--- src/rtl/wb_slave_mem.sv ---
`default_nettype none
// ============================================================================
//  Module      : wb_slave_mem
//  Description : Wishbone classic slave with a small register-file memory,
//                programmable wait states, error termination for illegal
//                accesses and a doorbell interrupt on the last word.
//  Revision    : 1.0  initial release
// ============================================================================
module wb_slave_mem #(
  parameter int unsigned   AW          = 8,
  parameter int unsigned   DW          = 8,
  parameter logic [AW-1:0] BASE_ADDR   = 8'hF0,
  parameter int unsigned   DEPTH       = 16,
  parameter int unsigned   WAIT_STATES = 1
) (
  input  logic          CLK_I,
  input  logic          RST_I,
  input  logic [AW-1:0] ADR_I,
  input  logic [DW-1:0] DAT_I,
  output logic [DW-1:0] DAT_O,
  input  logic          WE_I,
  input  logic          SEL_I,
  input  logic          STB_I,
  input  logic          CYC_I,
  output logic          ACK_O,
  output logic          ERR_O,
  output logic          INT_O
);

  localparam int unsigned   c_IW        = (DEPTH > 1) ? $clog2(DEPTH) : 1;
  localparam logic [c_IW-1:0] c_LAST_IDX = c_IW'(DEPTH - 1);
  localparam logic [3:0]    c_WAIT_LOAD = (WAIT_STATES > 0) ? 4'(WAIT_STATES - 1) : 4'd0;

  typedef enum logic [1:0] {
    ST_IDLE = 2'd0,
    ST_WAIT = 2'd1,
    ST_RESP = 2'd2
  } state_t;

  state_t            state_q, state_d;
  logic [3:0]        cnt_q, cnt_d;
  logic [c_IW-1:0]   idx_q, idx_d;
  logic [DW-1:0]     dat_q, dat_d;
  logic              we_q, we_d;
  logic              ack_q, ack_d;
  logic              err_q, err_d;
  logic [DW-1:0]     dato_q, dato_d;
  logic              int_q, int_d;
  logic [DW-1:0]     mem_q [DEPTH];

  // Address decode of the live bus request
  logic              w_req;
  logic [AW-1:0]     w_off;
  logic              w_legal;
  logic [c_IW-1:0]   w_idx;

  // Commit of a legal access on the edge that enters RESP
  logic              w_commit;
  logic [c_IW-1:0]   w_c_idx;
  logic [DW-1:0]     w_c_dat;
  logic              w_c_we;
  logic              w_mem_we;

  assign w_req   = CYC_I & STB_I;
  assign w_off   = ADR_I - BASE_ADDR;
  // No-wrap decode: below base is rejected before the offset is trusted
  assign w_legal = (ADR_I >= BASE_ADDR) && (32'(w_off) < DEPTH) && SEL_I;
  assign w_idx   = w_off[c_IW-1:0];

  // Next-state, commit and output decode; defaults hold every register
  always_comb begin
    state_d  = state_q;
    cnt_d    = cnt_q;
    idx_d    = idx_q;
    dat_d    = dat_q;
    we_d     = we_q;
    ack_d    = 1'b0;
    err_d    = 1'b0;
    dato_d   = dato_q;
    int_d    = int_q;
    w_commit = 1'b0;
    w_c_idx  = idx_q;
    w_c_dat  = dat_q;
    w_c_we   = we_q;
    w_mem_we = 1'b0;

    case (state_q)
      ST_IDLE: begin
        if (w_req) begin
          idx_d = w_idx;
          dat_d = DAT_I;
          we_d  = WE_I;
          if (!w_legal) begin
            state_d = ST_RESP;
            err_d   = 1'b1;
          end else if (WAIT_STATES == 0) begin
            // Zero wait states: commit straight from the live bus
            state_d  = ST_RESP;
            w_commit = 1'b1;
            w_c_idx  = w_idx;
            w_c_dat  = DAT_I;
            w_c_we   = WE_I;
          end else begin
            state_d = ST_WAIT;
            cnt_d   = c_WAIT_LOAD;
          end
        end
      end
      ST_WAIT: begin
        if (!w_req) begin
          // Master abandoned the cycle: nothing is written or answered
          state_d = ST_IDLE;
          cnt_d   = 4'd0;
        end else if (cnt_q == 4'd0) begin
          state_d  = ST_RESP;
          w_commit = 1'b1;
        end else begin
          cnt_d = cnt_q - 4'd1;
        end
      end
      ST_RESP: begin
        state_d = ST_IDLE;
      end
      default: begin
        state_d = ST_IDLE;
      end
    endcase

    if (w_commit) begin
      ack_d = 1'b1;
      if (w_c_we) begin
        w_mem_we = 1'b1;
        if (w_c_idx == c_LAST_IDX) int_d = 1'b1;
      end else begin
        dato_d = mem_q[w_c_idx];
        if (w_c_idx == c_LAST_IDX) int_d = 1'b0;
      end
    end
  end

  // State and control registers; reset wins over any bus activity
  always_ff @(posedge CLK_I) begin
    if (RST_I) begin
      state_q <= ST_IDLE;
      cnt_q   <= 4'd0;
      idx_q   <= '0;
      dat_q   <= '0;
      we_q    <= 1'b0;
      ack_q   <= 1'b0;
      err_q   <= 1'b0;
      dato_q  <= '0;
      int_q   <= 1'b0;
    end else begin
      state_q <= state_d;
      cnt_q   <= cnt_d;
      idx_q   <= idx_d;
      dat_q   <= dat_d;
      we_q    <= we_d;
      ack_q   <= ack_d;
      err_q   <= err_d;
      dato_q  <= dato_d;
      int_q   <= int_d;
    end
  end

  // Storage array; cleared on reset, written only by a committed legal write
  always_ff @(posedge CLK_I) begin
    if (RST_I) begin
      for (int i = 0; i < int'(DEPTH); i++) mem_q[i] <= '0;
    end else if (w_mem_we) begin
      mem_q[w_c_idx] <= w_c_dat;
    end
  end

  assign DAT_O = dato_q;
  assign ACK_O = ack_q;
  assign ERR_O = err_q;
  assign INT_O = int_q;

endmodule
`default_nettype wire
--- config.mk ---
export PLATFORM = sky130hd
export DESIGN_NAME = wb_slave_mem
export DESIGN_NICKNAME = d
export VERILOG_FILES = /design/src/rtl/wb_slave_mem.sv
export SDC_FILE = /design/constraint.sdc
export NUM_CORES = 1
export LEC_CHECK = 0
export ABC_CLOCK_PERIOD_IN_PS = 3900
export CAP_MARGIN = 20
export CORE_AREA = 2 2 175 177
export DETAILED_ROUTE_END_ITERATION = 6
export DIE_AREA = 0 0 177 179
export SLEW_MARGIN = 10
export SYNTH_ARGS = -nofsm -noshare
export SYNTH_HDL_FRONTEND = slang
export SYNTH_SLANG_ARGS = --single-unit
--- constraint.sdc ---
create_clock -name CLK_I -period 3.9 [get_ports CLK_I]
set_input_delay 0.975 -clock CLK_I [delete_from_list [all_inputs] [get_ports CLK_I]]
set_output_delay 0.975 -clock CLK_I [all_outputs]
set_load 0.1 [all_outputs]
==> results of run 1 <==
==> kinds of logic after synthesis <==
family	count (synthesis)	synth area share (%)
compound gates	50	4.231
fa+ha+maj	1	0.1699
buf+inv	37	3.126
flops	158	60.35
mux	48	12.40
simple gates	223	19.72
==> per-layer routing <==
| layer | part of all wire [%] | vias up | wire, um |
|---|---|---|---|
| li1 | - | 1976 | - |
| met1 | 50 | 2135 | 8464 |
| met2 | 43 | 140 | 7275 |
| met3 | 5.4 | 13 | 920 |
| met4 | 1.5 | 0 | 260 |
| met5 | 0 | - | 0 |
==> through the flow <==
step,util [%],cells
final,28.68,956
after global placement,26.82,924
after global routing,28.68,956
after floorplan,-,517
after CTS,28.68,956
after detailed placement,26.82,924
==> power breakdown <==
| group | total [mW] | internal [mW] | switching (mW) |
|---|---|---|---|
| Sequential | 1.92 | 1.87 | 0.0538 |
| Combinational | 0.183 | 0.0843 | 0.0989 |
| Clock | 1.56 | 0.918 | 0.644 |
==> synthesized netlist by cell type, types with 2 or more instances <==
| master | number | share of area (%) |
|---|---|---|
| and2_1 | 129 | 11 |
| edfxtp_1 | 128 | 52 |
| nand2_1 | 32 | 1.6 |
| dfxtp_1 | 30 | 8.2 |
| mux4_2 | 26 | 8.0 |
| a21oi_1 | 20 | 1.4 |
| or2_1 | 15 | 1.3 |
| clkbuf_1 | 14 | 0.71 |
| a22oi_1 | 10 | 1.0 |
| o21ai_1 | 9 | 0.61 |
| mux2_2 | 8 | 1.2 |
| mux2i_1 | 8 | 1.1 |
| nor3_2 | 7 | 0.95 |
| buf_2 | 6 | 0.41 |
| buf_6 | 6 | 0.92 |
| mux4_1 | 6 | 2.1 |
| inv_1 | 5 | 0.25 |
| nor2_1 | 5 | 0.25 |
| nand3_1 | 4 | 0.27 |
| nor2_2 | 4 | 0.34 |
| and4b_1 | 3 | 0.41 |
| nand2b_1 | 3 | 0.25 |
| nor3_1 | 3 | 0.20 |
| nor4_4 | 3 | 0.87 |
| buf_4 | 2 | 0.20 |
| nor2b_1 | 2 | 0.17 |
| nor3b_2 | 2 | 0.34 |
| o211ai_1 | 2 | 0.20 |
==> path summary, 6_finish.rpt <==
| check | end | cells past startpoint | slack, ns |
|---|---|---|---|
| max | mem_q[9][5] | 5 | 0.81 |
| min | cnt_q[0] | 1 | 0.51 |
| max reg2reg | mem_q[3][4] | 3 | 1.29 |
| min reg2reg | cnt_q[0] | 1 | 0.51 |
==> sequential cells by signal (all words and copies together) (netlist names), 2 cells and up <==
name,count
dat_q,8
idx_q,4
DAT_O,8
cnt_q,4
mem_q,128
state_q,2
==> layout make-up <==
class / count / area share [%]
flip-flops and latches: 158 / 51.61
multi-input cells: 322 / 31.23
well taps: 396 / 5.752
clock buffers: 20 / 5.418
repair buffers: 43 / 4.678
clock inverters: 12 / 1.089
inverters: 5 / 0.2179
==> critical path: cells and delay by family <==
kind | cells | cell delay, ns
AND/OR/NAND/NOR | 4 | 1.69
buffers and inverters | 1 | 0.49
==> impl_results.md, run 1 <==
* DRC Markers at 0
* Worst R2R Start: idx_q[1]
* Pleak at a little under 3 nW
* Commonest non-fill, non-tap cells in the layout: 129 x and2_1, 128 x edfxtp_1, 32 x nand2_1, 32 x clkdlybuf4s50_1, 29 x dfxtp_1
* Post-Syn Instances at 517
* Path type of the worst setup path: input port to flip-flop
* Largest net degree at the start of global routing at 40
* Core area at 30030 um2
* Die Ht at approximately 180 um
* Skew final at slightly below 0.009 ns
* Grt total ovfl at 0
* WL/cell at 17.70 um
* Initial DRC count at 405
* N_diodes at 0
* CTS tree: done
* Clk buf depth at 2
* Most common cell after layout, fill and taps aside: and2_1
* Post-cts sizing count at 0
* Hold path start: cnt_q[0]
* Total of max-cap violations at 0
* Minimum clock period at 3.088 ns
* Via density at 4.460
* FF+latch count, synth at 158
* Post-CTS Setup Bufs at 0
* Total power at 3.667 mW
* Least-Margin Pin Slew at about 1.0 ns
* Crit path DAT at 3.18 ns
* Layer with the highest usage: met1
* Worst vdd ir at 0.0003023 V
* Number of I/O pins at 33
* Max Fclk at 323.8 MHz
* Max Slew Vio Count at 0
* Final nets at 570
* Setup_tns at 0 ns
* Clock-pin transition on the worst setup and hold timing paths at 0.06 ns
* Post-route ant nets at 0
* FF/Latch Area at between 4000 and 5000 um2
* Hold Buf Count CTS at 0
* Worst Setup Slack, final at 0.8120 ns
* Root buf cell: clkbuf_16
* Synth Flop Type: edfxtp_1
* Relative slew slack at 32.50%
* Place WS at between 0.3 and 0.4 ns
* Via Count at between 4000 and 5000
* Initial antenna violation count at 0
* Input/output buffers at 32
* Critical path peak fanout at 11
* Area of the multi-input gates at 2690 um2
* Worst Hold Class: flip-flop to flip-flop
* Final Hold Vio Count at 0
* EDFF count, synth at 128
* Met2 Usage GRT at 15.77%
* CP startpoint: CYC_I
* Post-DP HPWL at 11680 um
* Synthesized area per cell at about 14 um2
* Share of cells above drive strength 1 at roughly 17%
* Sequential area share after synthesis at 60.35%
* Row cnt at 64
* Cell Area, Placed at a little over 8000 um2
* Die ar. at 31680 um2
* RePlAce Congestion at 0.7725
* Final Cell Area at 8613 um2
* GRT Total Usage at about 11%
* Unrepaired setup endpoints after global routing: false
* M3 GR Usage at 3.011%
* CP cell instances: clkdlybuf4s50_1, and4b_1, nand4b_4, nor3_2, or2_1
* Slowest cell on the critical path: and4b_1
* Mapped cell area at 7365 um2
* PwrDens at 425.7 nW/um2
* Area growth syn-to-layout at 16.96%
* GRT met1 Usage at 16.86%
* CP required at 3.99 ns
* Sink Count at roughly 160
* H-tree Lvls at 4
* Final-layout fill cell count at slightly above 3000
* Post-Synthesis Net Count at 540
* Initial Util at 24.52%
* Min Hold Slack at just over 0.5 ns
* Detailed-route wire length at 16920 um
* First-pass GRT wire length at 26140 um
* Final setup vio count at 0
* Die W at 177 um
* Critical path endpoint category: flip-flop
* CP startpoint kind: input port
* Status: complete, no violations
* Clock Latency Late Sink at 0.42 ns
* Period utilization at 79.18%
* TritonCTS buffer count at 17
* Synth warnings at 0
* Synth async-reset ratio at 0%
* Worst stage delay on the critical path at 0.55 ns
* 1st-pass router iterations at 4
* Post-synthesis cell type count at 53
* Vias in the first global route at 4080
Note: power is estimated with default switching activity, not from simulation.
==> run 2, diff against run 1 <==
Settings changed: ABC_CLOCK_PERIOD_IN_PS 3900 to 2900.
Clock period 3.9 ns to 2.9 ns, I/O delays scaled along.
==> run 2 against run 1 <==
  * Via count fell by 2.2%
  * Wire length fell by 3.8%
  * Setup slack got worse by 0.34 ns
  * Sequential power rose by 34%
  * Final cell count rose by 1.7%
  * Clock power rose by 39%
  * Sequential cell count did not move
  * First-iteration DRC count fell by 22%
  * Combinational power rose by 42%
  * Power rose by 36%
  * Count of clock-buffer cells in the layout rose by 4
  * Critical path type unchanged
  * Largest cell class unchanged
==> impl_results.md, run 2 (synthesized netlist as in run 1, its figures left out) <==
* Status: complete, no violations (unchanged)
* Max Fclk at 412.4 MHz
* Post-CTS Setup Bufs at 0 (unchanged)
* Critical path peak fanout at 8 (was 11)
* Input/output buffers at 32 (unchanged)
* Place WS at 0.01837 ns (was 0.3727 ns)
* Final Cell Area at 8742 um2 (was 8613 um2)
* Final setup vio count at 0 (unchanged)
* Setup_tns at 0 ns (unchanged)
* Worst Setup Slack, final at 0.4750 ns (was 0.8120 ns)
* 1st-pass router iterations at 4 (unchanged)
* Vias in the first global route at 4298 (was 4080)
* Cell Area, Placed at 8158 um2 (was 8053 um2)
* Max Slew Vio Count at 0 (unchanged)
* Via density at 4.292 (was 4.460)
* Total power at 4.995 mW (was 3.667 mW)
* Crit path DAT at 2.51 ns (was 3.18 ns)
* P_int at 3.929 mW (was 2.871 mW)
* Root buf cell: clkbuf_16 (unchanged)
* Post-DP HPWL at 11530 um (was 11680 um)
* Slowest cell on the critical path: clkdlybuf4s50_1 (was and4b_1)
* H-tree Lvls at 4 (unchanged)
* Clock network power share at 43.4% (was 42.6%)
* Most common cell after layout, fill and taps aside: and2_1 (unchanged)
* Post-route ant nets at 0 (unchanged)
* Initial antenna violation count at 0 (unchanged)
* Share of cells above drive strength 1 at 21.70% (was 17.32%)
* Via Count at 4172 (was 4264)
* Post-cts sizing count at 0 (unchanged)
* Comb pwr share at 5.2% (was 5.0%)
* Path type of the worst setup path: input port to flip-flop (unchanged)
* Skew final at 0.007774 ns (was 0.008672 ns)
* GRT Total Usage at 11.00% (was 11.30%)
* WL/cell at 16.75 um (was 17.70 um)
* Period utilization at 83.62%
* Pleak at 3.097 nW (was 2.957 nW)
* Unrepaired setup endpoints after global routing: false (unchanged)
* Worst vdd ir at 0.0003926 V (was 0.0003023 V)
* Hold Buf Count CTS at 0 (unchanged)
* Die ar. at 31680 um2 (unchanged)
* CTS tree: done (unchanged)
* RePlAce Congestion at 0.7631 (was 0.7725)
* Least-Margin Pin Slew at 0.7860 ns (was 1.013 ns)
* Final Hold Vio Count at 0 (unchanged)
* First-pass GRT wire length at 25630 um (was 26140 um)
* Detailed-route wire length at 16290 um (was 16920 um)
* CP required at 2.98 ns (was 3.99 ns)
* NetSw at 1.066 mW (was 0.7964 mW)
* Number of I/O pins at 33 (unchanged)
* PwrDens at 571.3 nW/um2 (was 425.7 nW/um2)
* Initial Util at 24.52% (unchanged)
* Minimum clock period at around 2.4 ns
* CP cell instances: clkdlybuf4s50_1, and4b_1, nand4b_4, nor3_2, or2_1 (unchanged)
* Largest net degree at the start of global routing at 40 (unchanged)
* DRC Markers at 0 (unchanged)
* Worst Hold Class: flip-flop to flip-flop (unchanged)
* TritonCTS buffer count at 17 (unchanged)
* Delay-heaviest family, CP: simple AND/OR/NAND/NOR gates (unchanged)
* Relative slew slack at 47.60% (was 32.50%)
* Largest register FFs at 128 (unchanged)
* Row cnt at 64 (unchanged)
* Sink Count at 158 (unchanged)
* Min Hold Slack at 0.4847 ns (was 0.5063 ns)
* Critical path endpoint category: flip-flop (unchanged)
* Clk buf depth at 2 (unchanged)
* CP startpoint kind: input port (unchanged)
* Final nets at 586 (was 570)
* Clock Latency Late Sink at 0.43 ns (was 0.42 ns)
* Reg with most FFs: mem_q (unchanged)
* Grt total ovfl at 0 (unchanged)
* Die Ht at 179 um (unchanged)
* Die W at 177 um (unchanged)
* Initial DRC count at 315 (was 405)
* Seq pwr share at 51.4% (was 52.4%)
* Core area at 30030 um2 (unchanged)
* Commonest non-fill, non-tap cells in the layout: 129 x and2_1, 128 x edfxtp_1, 37 x buf_4 (was 129 x and2_1, 128 x edfxtp_1, 32 x nand2_1, 32 x clkdlybuf4s50_1, 29 x dfxtp_1)
* Count of buffer and inverter cells on the critical path at 1 (unchanged)
* Total of max-cap violations at 0 (unchanged)
* Area growth syn-to-layout at 18.71% (was 16.96%)
* Clock-pin transition on the worst setup and hold timing paths at 0.06 ns (about the same)
* N_diodes at 0 (unchanged)
* Worst stage delay on the critical path at 0.48 ns (was 0.55 ns)
* Sw frac at 21.34% (was 21.72%)
[run 2: cell types whose count changed in the layout (fill, tap and decap cells not counted), sizes merged]
cell           delta
clkdlybuf4s50    -11
clkinv            -4
clkbuf            +4
buf              +27
inv               +4
bufinv            -1
clkinvlp          -3
[run 2: worst paths after layout]
kind / startpoint / end / slack, ns / depth (start not counted)
setup / recovery: CYC_I / mem_q[1][6] / 0.47 / 5
hold / removal: idx_q[0] / idx_q[0] / 0.48 / 2
setup reg to reg: cnt_q[0] / mem_q[1][6] / 0.56 / 6
hold reg to reg: idx_q[0] / idx_q[0] / 0.48 / 2
[run 2: worst reg2reg max path: stages (launching register included)]
cell and delay, ns:
dfxtp_1 0.34, inv_1 0.06, ha_1 0.22, nor3b_2 0.45
nand4b_4 0.32, nor3_2 0.25, or2_1 0.36
[run 2: power groups by stage]
| stage | Sequential, mW | Combinational [mW] | Clock (mW) |
|---|---|---|---|
| 2_1_floorplan | 2.58 | 0.188 | 0 |
| 3_3_place_gp | 2.62 | 0.261 | 0 |
| 3_5_place_dp | 2.62 | 0.264 | 0 |
| 4_1_cts | 2.57 | 0.265 | 2.21 |
| 5_1_grt | 2.58 | 0.282 | 2.30 |
| 6_report | 2.57 | 0.260 | 2.17 |
[run 2: stage by stage]
stage	util (%)	instances
after floorplan	-	517
after global placement	27.17	940
after detailed placement	27.17	940
after CTS	29.11	972
after global routing	29.11	972
final	29.11	972
[run 2: area by class of cell]
class                           count  area, um2
Fill cell                        3032      21290
Sequential cell                   158       4446
Multi-Input combinational cell    322       2690
Clock buffer                       24      539.3
Timing Repair Buffer               59      508.0
Tap cell                          396      495.5
Clock inverter                      8      45.04
Inverter                            5      18.77
[run 2: metal layers]
layer  routed length [um]  track usage (%)  vias up
li1                     -                -     2007
met3                  589            2.163       16
met1                 7823            14.93     2075
met5                    0                0        -
met4                  264            4.339        0
met2                 7607            17.25       74
==> edit 1 (settings of run 1) <==
`dato_q` no longer has a reset.
--- a/src/rtl/wb_slave_mem.sv
+++ b/src/rtl/wb_slave_mem.sv
@@ -149,5 +149,4 @@
       ack_q   <= 1'b0;
       err_q   <= 1'b0;
-      dato_q  <= '0;
       int_q   <= 1'b0;
     end else begin
@@ -159,7 +158,10 @@
       ack_q   <= ack_d;
       err_q   <= err_d;
-      dato_q  <= dato_d;
       int_q   <= int_d;
     end
+  end
+
+  always_ff @(posedge CLK_I) begin
+    dato_q <= dato_d;
   end
 
Function: changed (Yosys sat finds a counterexample within 10 cycles, from zero or initial values and one cycle with RST_I high; the reset may be asserted at any time).
==> edit 1 against run 1 <==
Total power shrank 2.5%; area after synthesis shrank 4.9%; wire length is 5.8% lower; design area shrank 3.2%; sequential cell count unchanged; cell count shrank 1.3%; worst setup slack better by 0.18 ns; largest cell class unchanged; core utilization fell by 0.92 points; first-iteration DRC count decreased by 24%; via count decreased by 6.4%; die area unchanged; sequential share of layout area grew 2.7 points.
==> edit 1: results (changes against run 1) <==
STATUS='complete, no violations'  # unchanged
WORST_PATH_MAX_DELAY_CELL='clkdlybuf4s50_1'  # was and4b_1
P_LEAK_nW=2.898  # was 2.957 nW
CRIT-REG2REG-LAUNCH='cnt_q[0]'  # was idx_q[1]
GRT_FIRST_PASS_WIRELENGTH_MICRONS=24630  # was 26140 microns
GR-USAGE-ALL-LAYERS_PCT=10.66  # was 11.30%
DETAILEDROUTE.FIRSTITERATIONVIOLATIONS=306  # was 405
SYNTH.YOSYS.SEQ_AREA_SHARE_PCT=64.61  # was 60.35%
SYN_NETS=520  # was 540
PLACED_AREA_SQ_UM=7820  # was 8053 sq um
CRITICAL_PATH.MAX_STAGE_DELAY_NS=1.15  # was 0.55 ns
FF_LATCH_AREA_SQ_UM=4526  # was 4446 sq um
GRT_START_MAX_NET_PINS=38  # was 40
YS_TOP_CELLS_BY_AREA='edfxtp_1 58%, and2_1 12%, mux4_2 10%, dfxtp_1 6.3%, nand2_1 2.1%'  # was edfxtp_1 52%, and2_1 11%, dfxtp_1 8.2%, mux4_2 8.0%, mux4_1 2.1%
WORST_CLOCK_SKEW_NS=0.02125  # was 0.008672 ns
CRIT_ARRIVAL_NS=1.93  # was 3.18 ns
WORST_PATH_DOMINANT_CELL_FAMILY='buffers and inverters'  # was simple AND/OR/NAND/NOR gates
CRITPATHMAXFANOUT=2  # was 11
SYNTH.AVG_CELL_AREA_SQ_UM=14.09  # was 14.24 sq um
IR_WORST_VDD_V=0.0003117  # was 0.0003023 V
HOLD_PATH_END='cnt_q[1]'  # was cnt_q[0]
AVGROUTEDWIREPERCELL_MICRONS=16.89  # was 17.70 microns
R2R-END='mem_q[7][1]'  # was mem_q[3][4]
DP_WORST_SETUP_SLACK_NS=0.7045  # was 0.3727 ns
FILLER_CELL_COUNT=3056  # was 3020
GLOBALPLACE.CONGESTION=0.7692  # was 0.7725
[edit 1: cell count changes after synthesis, moves of 7 or more]
cell      delta
or2_2       +15
or2_1       -15
edfxtp_1     +8
dfxtp_1      -8
nand2_1      +7
nor2_1      +15
o21ai_1      -9
mux2_2       -8
[edit 1: cell type report]
type | instances | area share (%)
clock buffers | 23 | 5.372
well taps | 396 | 5.942
flip-flops and latches | 158 | 54.28
clock inverters | 9 | 0.8403
repair buffers | 47 | 5.192
multi-input cells | 308 | 28.24
inverters | 3 | 0.1351
[edit 1: cells by family (layout without fill, tap and decap cells)]
logic type / count (synthesis) / after routing / synth area share [%]
AO/OA/AOI/OAI: 39 / 39 / 3.663
adder cells (fa/ha/maj): 1 / 1 / 0.1786
buffers and inverters: 31 / 82 / 1.769
flip-flops: 158 / 158 / 64.61
multiplexers: 34 / 34 / 10.58
AND/OR/NAND/NOR: 234 / 234 / 19.21
[edit 1: how the worst max path moves through the flow]
stage | start | endpoint | slack (ns) | cells after the start
floorplan | CYC_I | mem_q[10][0] | 1.50 | 5
finish | INT_O | INT_O | 0.99 | 1
global route | CYC_I | mem_q[7][0] | 0.90 | 5
CTS | INT_O | INT_O | 0.98 | 1
global placement | CYC_I | mem_q[12][1] | 0.78 | 6
detailed placement | CYC_I | mem_q[7][5] | 0.70 | 5
[edit 1: metal layers]
metal  part of all wire (%)  wire [microns]
met1                     47            7532
met4                    2.1             327
met5                      0               0
met2                     46            7365
met3                    4.5             714
[edit 1: power by group]
| group | internal [W] | switching [W] | total, W |
|---|---|---|---|
| registers | 0.00188 | 0.0000524 | 0.00194 |
| logic | 0.0000788 | 0.0000904 | 0.000169 |
| clock network | 0.000866 | 0.000604 | 0.00147 |
==> edit 2 (settings of run 1) <==
Without the edit above. `WAIT_STATES`: 1 -> 0.
--- a/src/rtl/wb_slave_mem.sv
+++ b/src/rtl/wb_slave_mem.sv
@@ -12,5 +12,5 @@
   parameter logic [AW-1:0] BASE_ADDR   = 8'hF0,
   parameter int unsigned   DEPTH       = 16,
-  parameter int unsigned   WAIT_STATES = 1
+  parameter int unsigned   WAIT_STATES = 0
 ) (
   input  logic          CLK_I,
Function: changed (a bounded check fails within 4 cycles, from zero or initial values and one cycle with RST_I high).
==> edit 2 against run 1 <==
Critical endpoint is now mem_q[9][1]; area after synthesis shrank 9.2%; wire length shrank 2.4%; register-to-register slack better by 0.28 ns; highest routed layer unchanged; total power fell by 4.4%; worst setup slack improved by 0.0045 ns; sequential cell count shrank 6; design area shrank 6.3%; count of clock-buffer cells in the layout grew 3; die area stayed put.
==> edit 2: results (changes against run 1) <==
STATUS='complete, no violations'  # unchanged
GRT_START_MAX_NET_PINS=35  # was 40
DETAILEDROUTE.FIRSTITERATIONVIOLATIONS=414  # was 405
SYNTH_CELL_TYPES=45  # was 53
WORST_SLEW_PIN_SLEW_NS=1.026  # was 1.013 ns
WORST_PATH_MAX_DELAY_CELL='or4b_2'  # was and4b_1
REGISTERS.TOP_BY_FF_COUNT='mem_q'  # unchanged
AVGROUTEDWIREPERCELL_MICRONS=16.79  # was 17.70 microns
NUM_VIAS=4289  # was 4264
P_INT_W=0.002724  # was 0.002871 W
GRT_FIRST_PASS_WIRELENGTH_MICRONS=25190  # was 26140 microns
SYNTH.TOP_CELLS.BY_COUNT='149 x nor2_1, 128 x edfxtp_1, 49 x nand2_1, 26 x mux2i_1, 24 x dfxtp_1'  # was 129 x and2_1, 128 x edfxtp_1, 32 x nand2_1, 30 x dfxtp_1, 26 x mux4_2
CRITPATHMAXFANOUT=9  # was 11
GLOBALPLACE.CONGESTION=0.7918  # was 0.7725
POST-SYNTH-TOP-AREA-FRACTION_PCT=57.46  # was 52.19%
DRIVE_ABOVE_1_SHARE_PCT=15.31  # was 17.32%
SYN_NETS=550  # was 540
CRIT_ARRIVAL_NS=3.17  # was 3.18 ns
HPWLAFTERDP_MICRONS=11120  # was 11680 microns
PLACED_AREA_SQ_UM=7557  # was 8053 sq um
YS_TOP_CELLS_BY_AREA='edfxtp_1 57%, nor2_1 8.4%, dfxtp_1 7.2%, mux4_2 5.4%, mux2i_1 3.9%'  # was edfxtp_1 52%, and2_1 11%, dfxtp_1 8.2%, mux4_2 8.0%, mux4_1 2.1%
CRITICAL_PATH.MAX_STAGE_DELAY_NS=0.76  # was 0.55 ns
SYNTH.YOSYS.SEQ_AREA_SHARE_PCT=64.65  # was 60.35%
ASYNCSETRESETFLOPFRACSYNTH_PCT=0  # unchanged
FIRST_GLOBAL_VIAS=4190  # was 4080
DR.PASS1.ITERS=5  # was 4
FIN_NETS=597  # was 570
DP_WORST_SETUP_SLACK_NS=0.3695  # was 0.3727 ns
-- edit 2: through the flow --
stage	cells	total power, W	hold slack [ns]
floorplan	528	0.001995	0.4360
global placement	952	0.002087	0.4418
detailed placement	952	0.002092	0.4476
CTS	984	0.003527	0.4556
global route	984	0.003620	0.4756
finish	984	0.003504	0.4543
-- edit 2: power by group through the flow --
stage / sequential, W / combinational (W) / clock [W]
2_1_floorplan: 0.00186 / 0.000137 / 0
3_3_place_gp: 0.00186 / 0.000227 / 0
5_1_grt: 0.00183 / 0.000246 / 0.00154
6_report: 0.00183 / 0.000229 / 0.00145
3_5_place_dp: 0.00186 / 0.000231 / 0
4_1_cts: 0.00183 / 0.000231 / 0.00147
-- edit 2: worst paths after layout --
kind,startpoint,cells after the start,endpoint,slack [ns]
max,ADR_I[1],4,mem_q[9][1],0.82
min,dat_q[6],2,dat_q[6],0.45
max reg2reg,state_q[1],7,DAT_O[0],1.57
min reg2reg,dat_q[6],2,dat_q[6],0.45
-- edit 2: area by class of cell --
cell class                      count  area [sq um]
Fill cell                        3102         21960
Sequential cell                   152          4324
Multi-Input combinational cell    345          2193
Timing Repair Buffer               58         540.5
Tap cell                          396         495.5
Clock buffer                       23         457.9
Clock inverter                      9         53.80
Inverter                            1         3.754
-- edit 2: critical path, delay by kind of cell --
kind | cells | cell delay, ns
and+or+nand+nor | 3 | 1.64
buffers and inverters | 1 | 0.54
-- edit 2: cells by family (layout without fill, tap and decap cells) --
group / after synthesis / after routing / share of synthesized area (%)
AO/OA/AOI/OAI: 49 / 49 / 5.350
buffers and inverters: 31 / 91 / 2.562
flip-flops: 152 / 152 / 64.65
AND/OR/NAND/NOR: 237 / 237 / 15.13
multiplexers: 59 / 59 / 12.31
-- edit 2: routing by layer --
| metal | up-vias | wire length (microns) | share of wire, % | global-route usage (%) |
|---|---|---|---|---|
| met1 | 2172 | 7209 | 44 | 13.42 |
| met3 | 20 | 645 | 3.9 | 3.053 |
| met2 | 89 | 8408 | 51 | 18.64 |
| met4 | 0 | 254 | 1.5 | 3.960 |
| li1 | 2008 | - | - | - |
| met5 | - | 0 | 0 | 0 |
